File: src/rtl/clock_pkg.sv
// Shared definitions for the alarm path: FSM state encoding, BCD field
// offsets within the 24-bit {Ht,Hu,Mt,Mu,St,Su} time word, and helpers.
package clock_pkg;

    typedef enum logic [1:0] {
        StIdle   = 2'd0,
        StRing   = 2'd1,
        StSnooze = 2'd2
    } alarm_state_e;

    // Bit offset of each BCD digit in the time word
    localparam int unsigned BcdHt = 20;
    localparam int unsigned BcdHu = 16;
    localparam int unsigned BcdMt = 12;
    localparam int unsigned BcdMu = 8;
    localparam int unsigned BcdSt = 4;
    localparam int unsigned BcdSu = 0;

    // HH:MM portion of a time word
    function automatic logic [15:0] bcd_hhmm(input logic [23:0] t);
        return t[BcdHt+3:BcdMu];
    endfunction

    // True when the seconds field reads 00
    function automatic logic bcd_sec_zero(input logic [23:0] t);
        return t[BcdSt+3:BcdSu] == 8'h00;
    endfunction

endpackage

File: src/rtl/alarm_ctrl_if.sv
// Time/alarm/button inputs and buzzer/status outputs of the alarm controller.
// master: the stage driving time, alarm setting and buttons; slave: alarm_ctrl.
interface alarm_ctrl_if;

    logic        sec_tick;
    logic [23:0] now;
    logic [23:0] alarm;
    logic        alarm_en;
    logic        stop;
    logic        snooze;
    logic        buzzer;
    logic        ringing;
    logic        snoozing;

    modport master (
        output sec_tick, now, alarm, alarm_en, stop, snooze,
        input  buzzer, ringing, snoozing
    );

    modport slave (
        input  sec_tick, now, alarm, alarm_en, stop, snooze,
        output buzzer, ringing, snoozing
    );

endinterface

File: src/rtl/alarm_ctrl_sec_countdown.sv
// Loadable seconds down-counter. load has priority over tick; last flags a
// count of 1 so the owner can leave the state before the counter reaches 0.
module sec_countdown #(
    parameter int unsigned W = 8
) (
    input  logic         clk,
    input  logic         rst,
    input  logic         load,
    input  logic [W-1:0] load_val,
    input  logic         tick,
    output logic         last
);

    logic [W-1:0] cnt_q;

    // Counter register: reload or decrement once per gated tick
    always_ff @(posedge clk or posedge rst) begin
        if (rst) begin
            cnt_q <= '0;
        end else if (load) begin
            cnt_q <= load_val;
        end else if (tick) begin
            cnt_q <= cnt_q - W'(1);
        end
    end

    assign last = (cnt_q == W'(1));

endmodule

File: src/rtl/alarm_ctrl.sv
// Alarm controller: detects the first second of the alarm minute, rings the
// buzzer, supports snooze/stop and auto-timeout.
// Optional feature macro ALARM_BEEP_EN: buzzer beeps 1 s on / 1 s off while
// ringing instead of a steady tone.
module alarm_ctrl
    import clock_pkg::*;
#(
    parameter int unsigned RING_SEC   = 60,
    parameter int unsigned SNOOZE_SEC = 300
) (
    input logic         clk,
    input logic         rst,
    alarm_ctrl_if.slave bus
);

    localparam int unsigned RingW = $clog2(RING_SEC + 1);
    localparam int unsigned SnzW  = $clog2(SNOOZE_SEC + 1);

    localparam logic [RingW-1:0] RingLoad = RingW'(RING_SEC);
    localparam logic [SnzW-1:0]  SnzLoad  = SnzW'(SNOOZE_SEC);

    alarm_state_e state_q, state_d;
    logic         match, match_q, trigger;
    logic         ring_load, ring_tick, ring_last;
    logic         snz_load, snz_tick, snz_last;

    assign match = bus.alarm_en
                 & (bcd_hhmm(bus.now) == bcd_hhmm(bus.alarm))
                 & bcd_sec_zero(bus.now);
    assign trigger = match & ~match_q;

    // Match history for rising-edge detection (one trigger per minute)
    always_ff @(posedge clk or posedge rst) begin
        if (rst) begin
            match_q <= 1'b0;
        end else begin
            match_q <= match;
        end
    end

    // State register
    always_ff @(posedge clk or posedge rst) begin
        if (rst) begin
            state_q <= StIdle;
        end else begin
            state_q <= state_d;
        end
    end

    // Next state and counter controls; priority ~alarm_en > stop > snooze > expiry
    always_comb begin
        state_d   = state_q;
        ring_load = 1'b0;
        ring_tick = 1'b0;
        snz_load  = 1'b0;
        snz_tick  = 1'b0;
        if (!bus.alarm_en) begin
            state_d = StIdle;
        end else begin
            unique case (state_q)
                StIdle: begin
                    if (trigger) begin
                        state_d   = StRing;
                        ring_load = 1'b1;
                    end
                end
                StRing: begin
                    // A trigger here is ignored so the countdown is not reloaded
                    if (bus.stop) begin
                        state_d = StIdle;
                    end else if (bus.snooze) begin
                        state_d  = StSnooze;
                        snz_load = 1'b1;
                    end else if (bus.sec_tick) begin
                        if (ring_last) begin
                            state_d = StIdle;
                        end else begin
                            ring_tick = 1'b1;
                        end
                    end
                end
                StSnooze: begin
                    if (bus.stop) begin
                        state_d = StIdle;
                    end else if (bus.sec_tick) begin
                        if (snz_last) begin
                            state_d   = StRing;
                            ring_load = 1'b1;
                        end else begin
                            snz_tick = 1'b1;
                        end
                    end
                end
                default: state_d = StIdle;
            endcase
        end
    end

    sec_countdown #(
        .W (RingW)
    ) u_ring_cnt (
        .clk      (clk),
        .rst      (rst),
        .load     (ring_load),
        .load_val (RingLoad),
        .tick     (ring_tick),
        .last     (ring_last)
    );

    sec_countdown #(
        .W (SnzW)
    ) u_snz_cnt (
        .clk      (clk),
        .rst      (rst),
        .load     (snz_load),
        .load_val (SnzLoad),
        .tick     (snz_tick),
        .last     (snz_last)
    );

    assign bus.ringing  = (state_q == StRing);
    assign bus.snoozing = (state_q == StSnooze);

`ifdef ALARM_BEEP_EN
    logic beep_q;

    // Beep phase: on at RING entry, toggles per second, off outside RING
    always_ff @(posedge clk or posedge rst) begin
        if (rst) begin
            beep_q <= 1'b0;
        end else if (state_d != StRing) begin
            beep_q <= 1'b0;
        end else if (state_q != StRing) begin
            beep_q <= 1'b1;
        end else if (bus.sec_tick) begin
            beep_q <= ~beep_q;
        end
    end

    assign bus.buzzer = beep_q;
`else
    assign bus.buzzer = bus.ringing;
`endif

endmodule

File: src/flat_wrapper.sv
// flat-port wrapper written by rule: the top's interface ports become plain ports
module alarm_ctrl_flat import clock_pkg::*;
#(
    parameter int unsigned RING_SEC   = 60,
    parameter int unsigned SNOOZE_SEC = 300
)
  (clk, rst, bus_sec_tick, bus_now, bus_alarm, bus_alarm_en, bus_stop, bus_snooze, bus_buzzer, bus_ringing, bus_snoozing);
  alarm_ctrl_if bus_i ();
  input logic clk;
  input logic rst;
  input wire logic [$bits(bus_i.sec_tick)-1:0] bus_sec_tick;
  input wire logic [$bits(bus_i.now)-1:0] bus_now;
  input wire logic [$bits(bus_i.alarm)-1:0] bus_alarm;
  input wire logic [$bits(bus_i.alarm_en)-1:0] bus_alarm_en;
  input wire logic [$bits(bus_i.stop)-1:0] bus_stop;
  input wire logic [$bits(bus_i.snooze)-1:0] bus_snooze;
  output wire logic [$bits(bus_i.buzzer)-1:0] bus_buzzer;
  output wire logic [$bits(bus_i.ringing)-1:0] bus_ringing;
  output wire logic [$bits(bus_i.snoozing)-1:0] bus_snoozing;
  assign bus_i.sec_tick = bus_sec_tick;
  assign bus_i.now = bus_now;
  assign bus_i.alarm = bus_alarm;
  assign bus_i.alarm_en = bus_alarm_en;
  assign bus_i.stop = bus_stop;
  assign bus_i.snooze = bus_snooze;
  assign bus_buzzer = bus_i.buzzer;
  assign bus_ringing = bus_i.ringing;
  assign bus_snoozing = bus_i.snoozing;
  alarm_ctrl #(.RING_SEC(RING_SEC), .SNOOZE_SEC(SNOOZE_SEC)) u_core (.clk(clk), .rst(rst), .bus(bus_i));
endmodule
File: config.mk
export PLATFORM = sky130hd
export DESIGN_NAME = alarm_ctrl_flat
export DESIGN_NICKNAME = d
export VERILOG_FILES = /design/src/rtl/clock_pkg.sv /design/src/rtl/alarm_ctrl_if.sv /design/src/rtl/alarm_ctrl_sec_countdown.sv /design/src/rtl/alarm_ctrl.sv /design/src/flat_wrapper.sv
export SDC_FILE = /design/constraint.sdc
export NUM_CORES = 1
export LEC_CHECK = 0
export BUFFER_PORTS_ARGS = -buffer_cell sky130_fd_sc_hd__buf_2
export CORE_AREA = 4 4 56 58
export DETAILED_ROUTE_END_ITERATION = 10
export DIE_AREA = 0 0 60 62
export PLACE_DENSITY = 0.84
export SLEW_MARGIN = 25
export SYNTH_ARGS = -nofsm -noshare
export SYNTH_HDL_FRONTEND = slang
export SYNTH_SLANG_ARGS = --single-unit
File: constraint.sdc
create_clock -name clk -period 2.85 [get_ports clk]
set_input_delay 0.855 -clock clk [delete_from_list [all_inputs] [get_ports clk]]
set_output_delay 0.855 -clock clk [all_outputs]
set_load 0.1 [all_outputs]
# Yosys cells after proc, flatten, opt, wreduce, memory -nomap -nowiden
# Index checks and enable logic that the tools add are counted.
[totals]
reg_bits = 18
in_bits = 54
out_inout_bits = 3
[op_classes]
addsub = 2
n_eq_ne = 10
n_mux = 35
n_bitwise = 4
n_reduce_logical = 5
[op_table]
columns = ["op", "count"]
rows = [
  ["1-bit 2-to-1 mux", 20],
  ["2-bit 2-to-1 mux", 9],
  ["9-bit 2-to-1 mux", 2],
  ["16-bit == test", 1],
  ["6-bit 2-to-1 mux", 2],
  ["9-bit by 1-bit == test with 1-bit output (second input constant)", 1],
  ["9-bit by 1-bit subtractor with 9-bit output (second input constant)", 1],
  ["8-bit logical NOT", 1],
  ["6-bit by 1-bit == test with 1-bit output (second input constant)", 1],
  ["2-bit one-hot mux with 3 select lines", 1],
  ["6-bit by 1-bit subtractor with 6-bit output (second input constant)", 1],
  ["5-bit by 4-bit != test with 1-bit output (second input constant)", 1],
  ["5-bit != test (second input constant)", 1],
  ["5-bit AND reduction", 1],
  ["4-bit by 3-bit != test with 1-bit output (second input constant)", 1],
  ["4-bit != test (second input constant)", 1],
  ["2-bit nonzero test", 2],
  ["1-bit AND", 3],
  ["3-bit by 2-bit != test with 1-bit output (second input constant)", 1],
  ["2-bit by 1-bit == test with 1-bit output (second input constant)", 1],
  ["2-bit == test (second input constant)", 1],
  ["2-bit logical NOT", 1],
  ["1-bit one-hot mux with 2 select lines", 1],
  ["1-bit NOT", 1],
]

# Logic depth before layout (Yosys ltp)
# Gate-level depths: netlist (run 1).
[depth]
depth_word = 9
mapped_depth = 7
depth_no_buf = 7

# Modules after synthesis
# From an unflattened synthesis (run 1), not the netlist that was laid out.
[hier_totals]
hier_cells = 149
hier_area_um2 = 1305.0
[by_module_without_submodules]
columns = ["module", "n_inst", "cells_each", "area_each_um2", "seq_area_each_um2"]
rows = [
  ["sec_countdown at u_core.u_snz_cnt", 1, 56, 514.2, 225.2],
  ["alarm_ctrl", 1, 55, 424.2, 75.1],
  ["sec_countdown at u_core.u_ring_cnt", 1, 38, 366.6, 150.1],
]

# Worst setup path before layout (run 1)
# No wires, ideal clock.
[synth_path]
path_type = "reg2out"
from = "register u_core.state_q[1]"
to = "output bus_ringing"
arrival_ps = 2256
slack_ps = -261
path_stages_with_launch = 3
cell_sequence = "dfrtp_1 nor2b_1 buf_4"
[synth_between]
elab_chain_cells = 1
[synth_lines]
columns = ["element", "line", "source"]
rows = [
  ["start, declared", "alarm_ctrl.sv:22", "alarm_state_e state_q, state_d;"],
  ["start signal, assigned", "alarm_ctrl.sv:44", "state_q <= StIdle;"],
  ["start signal, assigned", "alarm_ctrl.sv:46", "state_q <= state_d;"],
  ["2-bit by 1-bit == test with 1-bit output", "alarm_ctrl.sv:121", "assign bus.ringing = (state_q == StRing);"],
  ["end, declared", "flat_wrapper.sv:18", "output wire logic [$bits(bus_i.ringing)-1:0] bus_ringing;"],
]
# Every way passes these cells.

# Worst setup path after layout (run 1)
[layout_path]
from = "register u_core.state_q[0]"
to = "output bus_snoozing"
[layout_between]
elab_chain_cells = 1
[layout_lines]
columns = ["element", "line", "source"]
rows = [
  ["2-bit == test", "alarm_ctrl.sv:122", "assign bus.snoozing = (state_q == StSnooze);"],
  ["end, declared", "flat_wrapper.sv:19", "output wire logic [$bits(bus_i.snoozing)-1:0] bus_snoozing;"],
]
# Every way passes these cells.

==> results of run 1 <==
## cell usage after synthesis (2+ instances only)
cell type	instances
xor2_1	22
dfrtp_1	18
nor2_1	11
inv_1	8
nand2_1	8
nand3_1	8
nor3_1	6
a21oi_1	5
nand4_1	5
ha_1	4
nor2b_1	4
nor4_1	4
and3_1	3
and2_1	2
buf_2	2
mux2i_1	2
nand4b_1	2
or3_1	2
or4_1	2
or4b_1	2
xnor2_1	2
## registers in the layout (all words and copies together), names as in the netlist
signal                   cells
u_core.u_snz_cnt.cnt_q       9
u_core.state_q               2
u_core.match_q               1
u_core.u_ring_cnt.cnt_q      6
## routing by layer
| metal | part of all wire | GRT usage |
|---|---|---|
| met5 | 0 | 0 |
| met2 | 0.55 | 0.338 |
| met1 | 0.37 | 0.173 |
| met4 | 0.014 | 0.0411 |
| met3 | 0.067 | 0.0455 |
## where the power goes
part	leakage [nW]	total [mW]	internal [mW]	switching, mW
clock	0.0210	0.160	0.0779	0.0816
combinational	0.544	0.0684	0.0356	0.0328
sequential	0.246	0.255	0.255	0.000000235
total	0.811	0.483	0.369	0.114
## tightest hold or removal path: cells and delay by family (launching register included)
family | cells | cell delay [ps]
xor gates and xnor gates | 1 | 70
DFF | 1 | 380
and+or+nand+nor | 1 | 60
## logic make-up (layout without fill, tap and decap cells)
| family | after synthesis | after routing | synth area share |
|---|---|---|---|
| AOI/OAI and AO/OA | 11 | 11 | 0.0626 |
| xor gates and xnor gates | 24 | 24 | 0.167 |
| adders and majority gates | 4 | 4 | 0.0397 |
| buffers and inverters | 11 | 60 | 0.0377 |
| DFF | 18 | 18 | 0.357 |
| muxes | 2 | 2 | 0.0159 |
| and+or+nand+nor | 67 | 67 | 0.320 |
## path summary, 6_finish.rpt
path,from,slack [ps],cells after the start,end
hold / removal,u_core.u_snz_cnt.cnt_q[8],530,2,u_core.u_snz_cnt.cnt_q[8]
hold reg to reg,u_core.u_snz_cnt.cnt_q[8],530,2,u_core.u_snz_cnt.cnt_q[8]
min in group asynchronous,rst,640,2,u_core.u_snz_cnt.cnt_q[8]
max in group asynchronous,rst,1780,2,u_core.u_ring_cnt.cnt_q[1]
setup / recovery,u_core.state_q[0],610,2,bus_snoozing
setup reg to reg,u_core.state_q[0],1000,5,u_core.u_snz_cnt.cnt_q[4]
## area by class of cell
cell class              count  area [um^2]
fillers                   256         1100
repair buffers             48          240
clock buffers               4         36.3
flip-flops and latches     18          450
inverters                   8         30.0
multi-input cells         108          764
well taps                  31         38.8
==> qor.csv, run 1 <==
metric,value,unit
# rows,19,
Yosys Warn Count,0,
worst-margin pin slew,677,ps
"Async S/R FF share, synth",1.00,
maximum clock path buffer count,2,
Ports,57,
PwrDens,310,nW/um^2
fin area,1560,um^2
wire per inst,12.9,um
Worst VDD drop,0.000196,V
CP Capture Type,primary output,
synth unique cells,36,
CTS buffer count,3,
Hold Path Class,reg2reg,
setup slack after layout,607,ps
CTS tree,done,
sequential fraction of the synthesis area,0.357,
Critical Path AT,1390,ps
"commonest non-fill, non-tap cell in the layout",buf_2,
Rel. slew slack,0.548,
CP cell instances,and2b_1 > buf_2,
mapped cell area,1260,um^2
Root Buffer,clkbuf_4,
Mean Syn Cell Area,9.20,um^2
number of synthesized flops with an enable pin,0,
Synth area leaders,"dfrtp_1 36%, xor2_1 15%, ha_1 4.0%, nor2_1 3.3%, nand3_1 3.2%",
worst slack at placement,321,ps
final hold vios,0,
H-tree depth,1,
fmax,446,MHz
Final Util,0.586,
grt ovf,0,
minimum clock period,2240,ps
CP max-delay cell,dfrtp_1,
initial antenna violation count,0,
post-synth top area cell,dfrtp_1,
hold buffer count at cts,0,
diode count,0,
largest net degree at the start of global routing,19,
critical path type,reg2out,
Setup TNS,0,ps
half-perimeter wire length after detailed placement,2280,um
Die Height,62,um
Vias,1187,
RSZ-0062 raised after global routing,no,
fin. max-slew vios,0,
startpoint class of the critical path,flop,
Pre-antenna DRT Iters,4,
Iteration-0 DRC Markers,56,
clock sink count,18,
Final Power,0.483,mW
worst-skew pair later-pin latency,300,ps
Layout Nets,245,
number of synthesized register bits,18,
"commonest non-fill, non-tap cells in the layout","48 x buf_2, 22 x xor2_1, 18 x dfrtp_1",
area grow syn2layout,23.8,%
vias in the first global route,1202,
cell count after placement,213,
first-pass GRT wire length,4870,um
Area after DPL,1520,um^2
Die W,60,um
Finish-stage setup viols,0,
max_cap viols,0,
initial core utilization,0.473,
antenna-violating nets left,0,
skew final,8.79,ps
outcome,finished clean,
clock-pin transition on the worst setup and hold timing paths,110,ps
CTS resizes,0,
Crit path buffers/inverters,1,
Mapped Nets,195,
die area,3720,um^2
GP Congestion,0.768,
"critical path fanouts, max",5,
WP data required,2000,ps
Synth top area share,0.357,
gr usage total,0.169,
hold_ws,529,ps
final wirelength,2810,um
crit-path max cell delay,430,ps
CP top delay family,flip-flops,
final std cells w/o fill,217,
drt drc,0,
core box area,2660,um^2
Gate Count Post-Synth,137,
period utilisation layout,0.787,
Static Leak,0.811,nW
top_reg_cell synth,dfrtp_1,
vias per inst,5.47,
fraction of layout cells with a size suffix above 1,0.306,
I/O Buffers,48,
Post-CTS Setup Repair Bufs,0,
(Power assumes the default switching activity.)
==> run 2: changes to the inputs <==
- CORE_AREA: 4 4 56 58 -> 4 4 80 45
- DIE_AREA: 0 0 60 62 -> 0 0 84 49
- PLACE_DENSITY: 0.84 -> 0.78
- clock period: 2.85 -> 2.3 ns (I/O delays scaled with it)
==> run 2 against run 1 <==
  * Worst hold slack improved by 14 ps
  * Sequential power rose by 24%
  * Clock-buffer cell count is 1 lower
  * Clock skew fell by 5.4 ps
  * Final area increased by 4.5%
  * Total power rose by 29%
  * Utilization fell by 1.8 points
==> qor.csv, run 2 (same netlist as run 1, synthesis figures left out) <==
metric,value,unit
outcome,finished clean,
Hold Path Class,in2async,
CP cell instances,buf_2 > or4b_1 > nor3_2 > nand4_1 > or3_1 > buf_4 > nand3_1,
CTS buffer count,3,
final hold vios,0,
Layout fillers,280,
worst-margin pin slew,712,ps
Crit path buffers/inverters,2,
H-tree depth,1,
clock-pin transition on the worst setup and hold timing paths,60,ps
# rows,14,
Die Height,49,um
WP data required,2480,ps
Die W,84,um
Iteration-0 DRC Markers,81,
"commonest non-fill, non-tap cells in the layout","48 x buf_2, 22 x xor2_1, 18 x dfrtp_1",
core box area,2870,um^2
max_cap viols,0,
first-pass GRT wire length,5360,um
"commonest non-fill, non-tap cell in the layout",buf_2,
Final Util,0.568,
CTS tree,done,
largest register by flop count,u_core.u_snz_cnt.cnt_q,
initial core utilization,0.439,
Root Buffer,clkbuf_8,
half-perimeter wire length after detailed placement,2660,um
Finish-stage setup viols,0,
hold buffer count at cts,0,
maximum clock path buffer count,2,
final wirelength,3160,um
wire per inst,13.6,um
Largest register FFs,9,
Reg-to-Reg End,u_core.u_snz_cnt.cnt_q[4],
skew final,3.41,ps
vias per inst,5.18,
PwrDens,382,nW/um^2
Layout Nets,252,
cell count after placement,229,
Area after DPL,1590,um^2
r2r setup slk,470,ps
GP Congestion,0.790,
final std cells w/o fill,232,
diode count,0,
Final Power,0.622,mW
startpoint class of the critical path,input port,
initial antenna violation count,0,
I/O Buffers,48,
minimum clock period,2050,ps
CTS resizes,0,
CP Capture Type,flop,
Ports,57,
Vias,1201,
Post-CTS Setup Repair Bufs,0,
CP max-delay cell,or4b_1,
Rel. slew slack,0.525,
largest net degree at the start of global routing,19,
worst-skew pair later-pin latency,250,ps
CP top delay family,simple AND/OR/NAND/NOR gates,
critical path type,in2reg,
RSZ-0062 raised after global routing,no,
fmax,488,MHz
vias in the first global route,1216,
biggest regs,"u_core.u_snz_cnt.cnt_q: 9 flops, u_core.u_ring_cnt.cnt_q: 6 flops, u_core.state_q: 2 flops",
fin area,1630,um^2
antenna-violating nets left,0,
reg-to-reg startpoint,u_core.u_snz_cnt.cnt_q[0],
clock sink count,18,
area grow syn2layout,29.4,%
Static Leak,0.846,nW
Critical Path AT,2230,ps
Pre-antenna DRT Iters,4,
"critical path fanouts, max",4,
R2R depth,6,
grt ovf,0,
die area,4120,um^2
fraction of layout cells with a size suffix above 1,0.333,
fin. max-slew vios,0,
crit-path max cell delay,520,ps
drt drc,0,
gr usage total,0.161,
Worst VDD drop,0.000218,V
period utilisation layout,0.891,
## run 2: worst max-delay path by stage
stage               slack [ps]                    endpoint         startpoint  depth (start not counted)
floorplan                  -50                 bus_ringing  u_core.state_q[1]                          2
global placement             4  u_core.u_ring_cnt.cnt_q[4]         bus_now[1]                          7
detailed placement           1  u_core.u_ring_cnt.cnt_q[2]         bus_now[1]                          7
CTS                        260  u_core.u_ring_cnt.cnt_q[2]         bus_now[1]                          7
global route               180  u_core.u_ring_cnt.cnt_q[2]         bus_now[1]                          7
finish                     250  u_core.u_ring_cnt.cnt_q[3]         bus_now[1]                          7
## run 2: layout make-up
type | count | area [um^2] | area share
clock buffers | 3 | 41.3 | 0.0253
inverters | 8 | 30.0 | 0.0184
multi-input cells | 108 | 766 | 0.470
flip-flops and latches | 18 | 450 | 0.276
well taps | 40 | 50.0 | 0.0307
repair buffers | 55 | 293 | 0.180
## run 2: per-stage QoR
| step | hold WS (ps) | worst slack [ps] | TNS [ps] |
|---|---|---|---|
| 6_report | 544 | 251 | 0 |
| 5_1_grt | 592 | 178 | 0 |
| 4_1_cts | 557 | 255 | 0 |
| 3_5_place_dp | 529 | 1.48 | 0 |
| 3_3_place_gp | 503 | 4.04 | 0 |
| 2_1_floorplan | 484 | -50.3 | -50.3 |
## run 2: metal layers
layer	share of wire	vias to the layer above	global-route usage
li1	-	597	-
met1	0.49	578	0.223
met2	0.46	22	0.251
met3	0.043	4	0.0455
met4	0.0054	0	0.0321
met5	0	-	0
## run 2: power breakdown
part / switching, mW / internal [mW]
clock network: 0.0995 / 0.116
registers: 0.000000300 / 0.317
logic: 0.0425 / 0.0473
==> run 3: changes to the inputs <==
==> constraint.sdc (replaced) <==
create_clock -name clk -period 2.3 [get_ports clk]
set_input_delay 0.345 -clock clk [delete_from_list [all_inputs] [get_ports clk]]
set_output_delay 0.345 -clock clk [all_outputs]
set_load 0.1 [all_outputs]
==> run 3 against run 2 <==
  * Via count down 2.5%
  * Die area unchanged
  * Wire length up 0.76%
  * Total power up 1.2%
  * Clock power up 5%
  * Clock-buffer cell count unchanged
  * Fmax up 11%
  * Sequential power about the same
  * Global-route usage up 0.49 points
  * Sequential share of layout area up 0.92 points
  * Cell count down 3.0%
==> qor.csv, run 3 (same netlist as run 1, synthesis figures left out) <==
metric,value,unit
CP Launch Point,u_core.u_ring_cnt.cnt_q[1],
fin area,1580,um^2
clock sink count,18,
period utilisation layout,0.801,
critical path type,reg2reg,
Largest register FFs,9,
area grow syn2layout,25.2,%
CP max-delay cell,a2111oi_2,
hold buffer count at cts,0,
reg-to-reg startpoint,u_core.u_ring_cnt.cnt_q[1],
startpoint class of the critical path,flop,
CTS resizes,0,
crit-path max cell delay,550,ps
Worst path depth,7,
Rel. slew slack,0.534,
Post-CTS Setup Repair Bufs,0,
Ports,57,
cell count after placement,222,
Pre-antenna DRT Iters,5,
clock-pin transition on the worst setup and hold timing paths,70,ps
fmax,543,MHz
initial antenna violation count,0,
first-pass GRT wire length,5490,um
drt drc,0,
gr usage total,0.165,
Setup TNS,0,ps
Worst VDD drop,0.000285,V
worst-skew pair later-pin latency,260,ps
WP data required,2430,ps
grt ovf,0,
CP Capture Type,flop,
outcome,finished clean,
GP Congestion,0.796,
Root Buffer,clkbuf_8,
CTS buffer count,3,
Hold Path Class,in2async,
Iteration-0 DRC Markers,58,
R2R depth,7,
"commonest non-fill, non-tap cells in the layout","48 x buf_2, 22 x xor2_1, 18 x dfrtp_1",
Area after DPL,1540,um^2
CP endpoint,u_core.u_ring_cnt.cnt_q[2],
worst-margin pin slew,698,ps
Reg-to-Reg End,u_core.u_ring_cnt.cnt_q[2],
Die W,84,um
RSZ-0062 raised after global routing,no,
Crit path buffers/inverters,1,
vias per inst,5.20,
final wirelength,3180,um
largest net degree at the start of global routing,19,
Vias,1171,
# rows,14,
"commonest non-fill, non-tap cell in the layout",buf_2,
worst slack at placement,288,ps
core box area,2870,um^2
final hold vios,0,
Finish-stage setup viols,0,
skew final,3.19,ps
fin. max-slew vios,0,
wire per inst,14.1,um
H-tree depth,1,
I/O Buffers,48,
Critical Path AT,1970,ps
CTS tree,done,
r2r setup slk,460,ps
Static Leak,0.811,nW
biggest regs,"u_core.u_snz_cnt.cnt_q: 9 flops, u_core.u_ring_cnt.cnt_q: 6 flops, u_core.state_q: 2 flops",
CP cell instances,inv_1 > ha_1 > nor2b_1 > a2111oi_2 > nand2_1 > xor2_1 > nand3_1,
vias in the first global route,1267,
half-perimeter wire length after detailed placement,2670,um
largest register by flop count,u_core.u_snz_cnt.cnt_q,
PwrDens,399,nW/um^2
initial core utilization,0.439,
Layout Nets,245,
"critical path fanouts, max",4,
CP top delay family,compound AO/OA/AOI/OAI gates,
fraction of layout cells with a size suffix above 1,0.308,
setup slack after layout,457,ps
diode count,0,
max_cap viols,0,
antenna-violating nets left,0,
Die Height,49,um
minimum clock period,1840,ps
maximum clock path buffer count,2,
die area,4120,um^2
final std cells w/o fill,225,
## run 3: cell count changes in the layout (fill, tap and decap cells not counted), sizes merged
cell and change:
buf -7
## run 3: stage by stage
| stage | power, mW | hold slack, ps | util |
|---|---|---|---|
| 4_1_cts | 0.639 | 225 | 0.549 |
| 5_1_grt | 0.663 | 245 | 0.549 |
| 3_3_place_gp | 0.406 | 485 | 0.535 |
| 3_5_place_dp | 0.409 | 508 | 0.535 |
| 2_1_floorplan | 0.357 | 284 | - |
| 6_report | 0.630 | 183 | 0.549 |
## run 3: how the worst min path moves through the flow
stage / start / to / slack [ps] / cells after the start
2_1_floorplan: rst / u_core.match_q / 280 / 1
3_3_place_gp: rst / u_core.u_ring_cnt.cnt_q[3] / 490 / 2
3_5_place_dp: rst / u_core.u_ring_cnt.cnt_q[3] / 510 / 2
4_1_cts: rst / u_core.u_ring_cnt.cnt_q[3] / 220 / 2
5_1_grt: rst / u_core.u_ring_cnt.cnt_q[2] / 250 / 2
6_report: rst / u_core.u_ring_cnt.cnt_q[2] / 180 / 2
## run 3: worst reg2reg max path, stage by stage, from the launching register on
cell and delay (ps):
dfrtp_1 340, inv_1 70, ha_1 190, nor2b_1 180
a2111oi_2 550, nand2_1 130, xor2_1 160, nand3_1 90
## run 3: layer usage
layer,up-vias,wire length [um],GRT usage
met2,16,1470,0.266
met4,0,44,0.0508
met5,-,0,0
met3,7,114,0.0472
met1,565,1560,0.216
li1,583,-,-
## run 3: cell type report
| class | count | area (um^2) |
|---|---|---|
| fill | 279 | 1290 |
| tap | 40 | 50.0 |
| inverter | 8 | 30.0 |
| multi-input combinational | 108 | 766 |
| timing repair buffer | 48 | 240 |
| sequential | 18 | 450 |
| clock buffer | 3 | 41.3 |
## run 3: power breakdown
group | leakage, nW | internal, mW | switching (mW)
sequential | 0.246 | 0.316 | 0.000000300
clock | 0.0216 | 0.117 | 0.110
combinational | 0.543 | 0.0441 | 0.0417
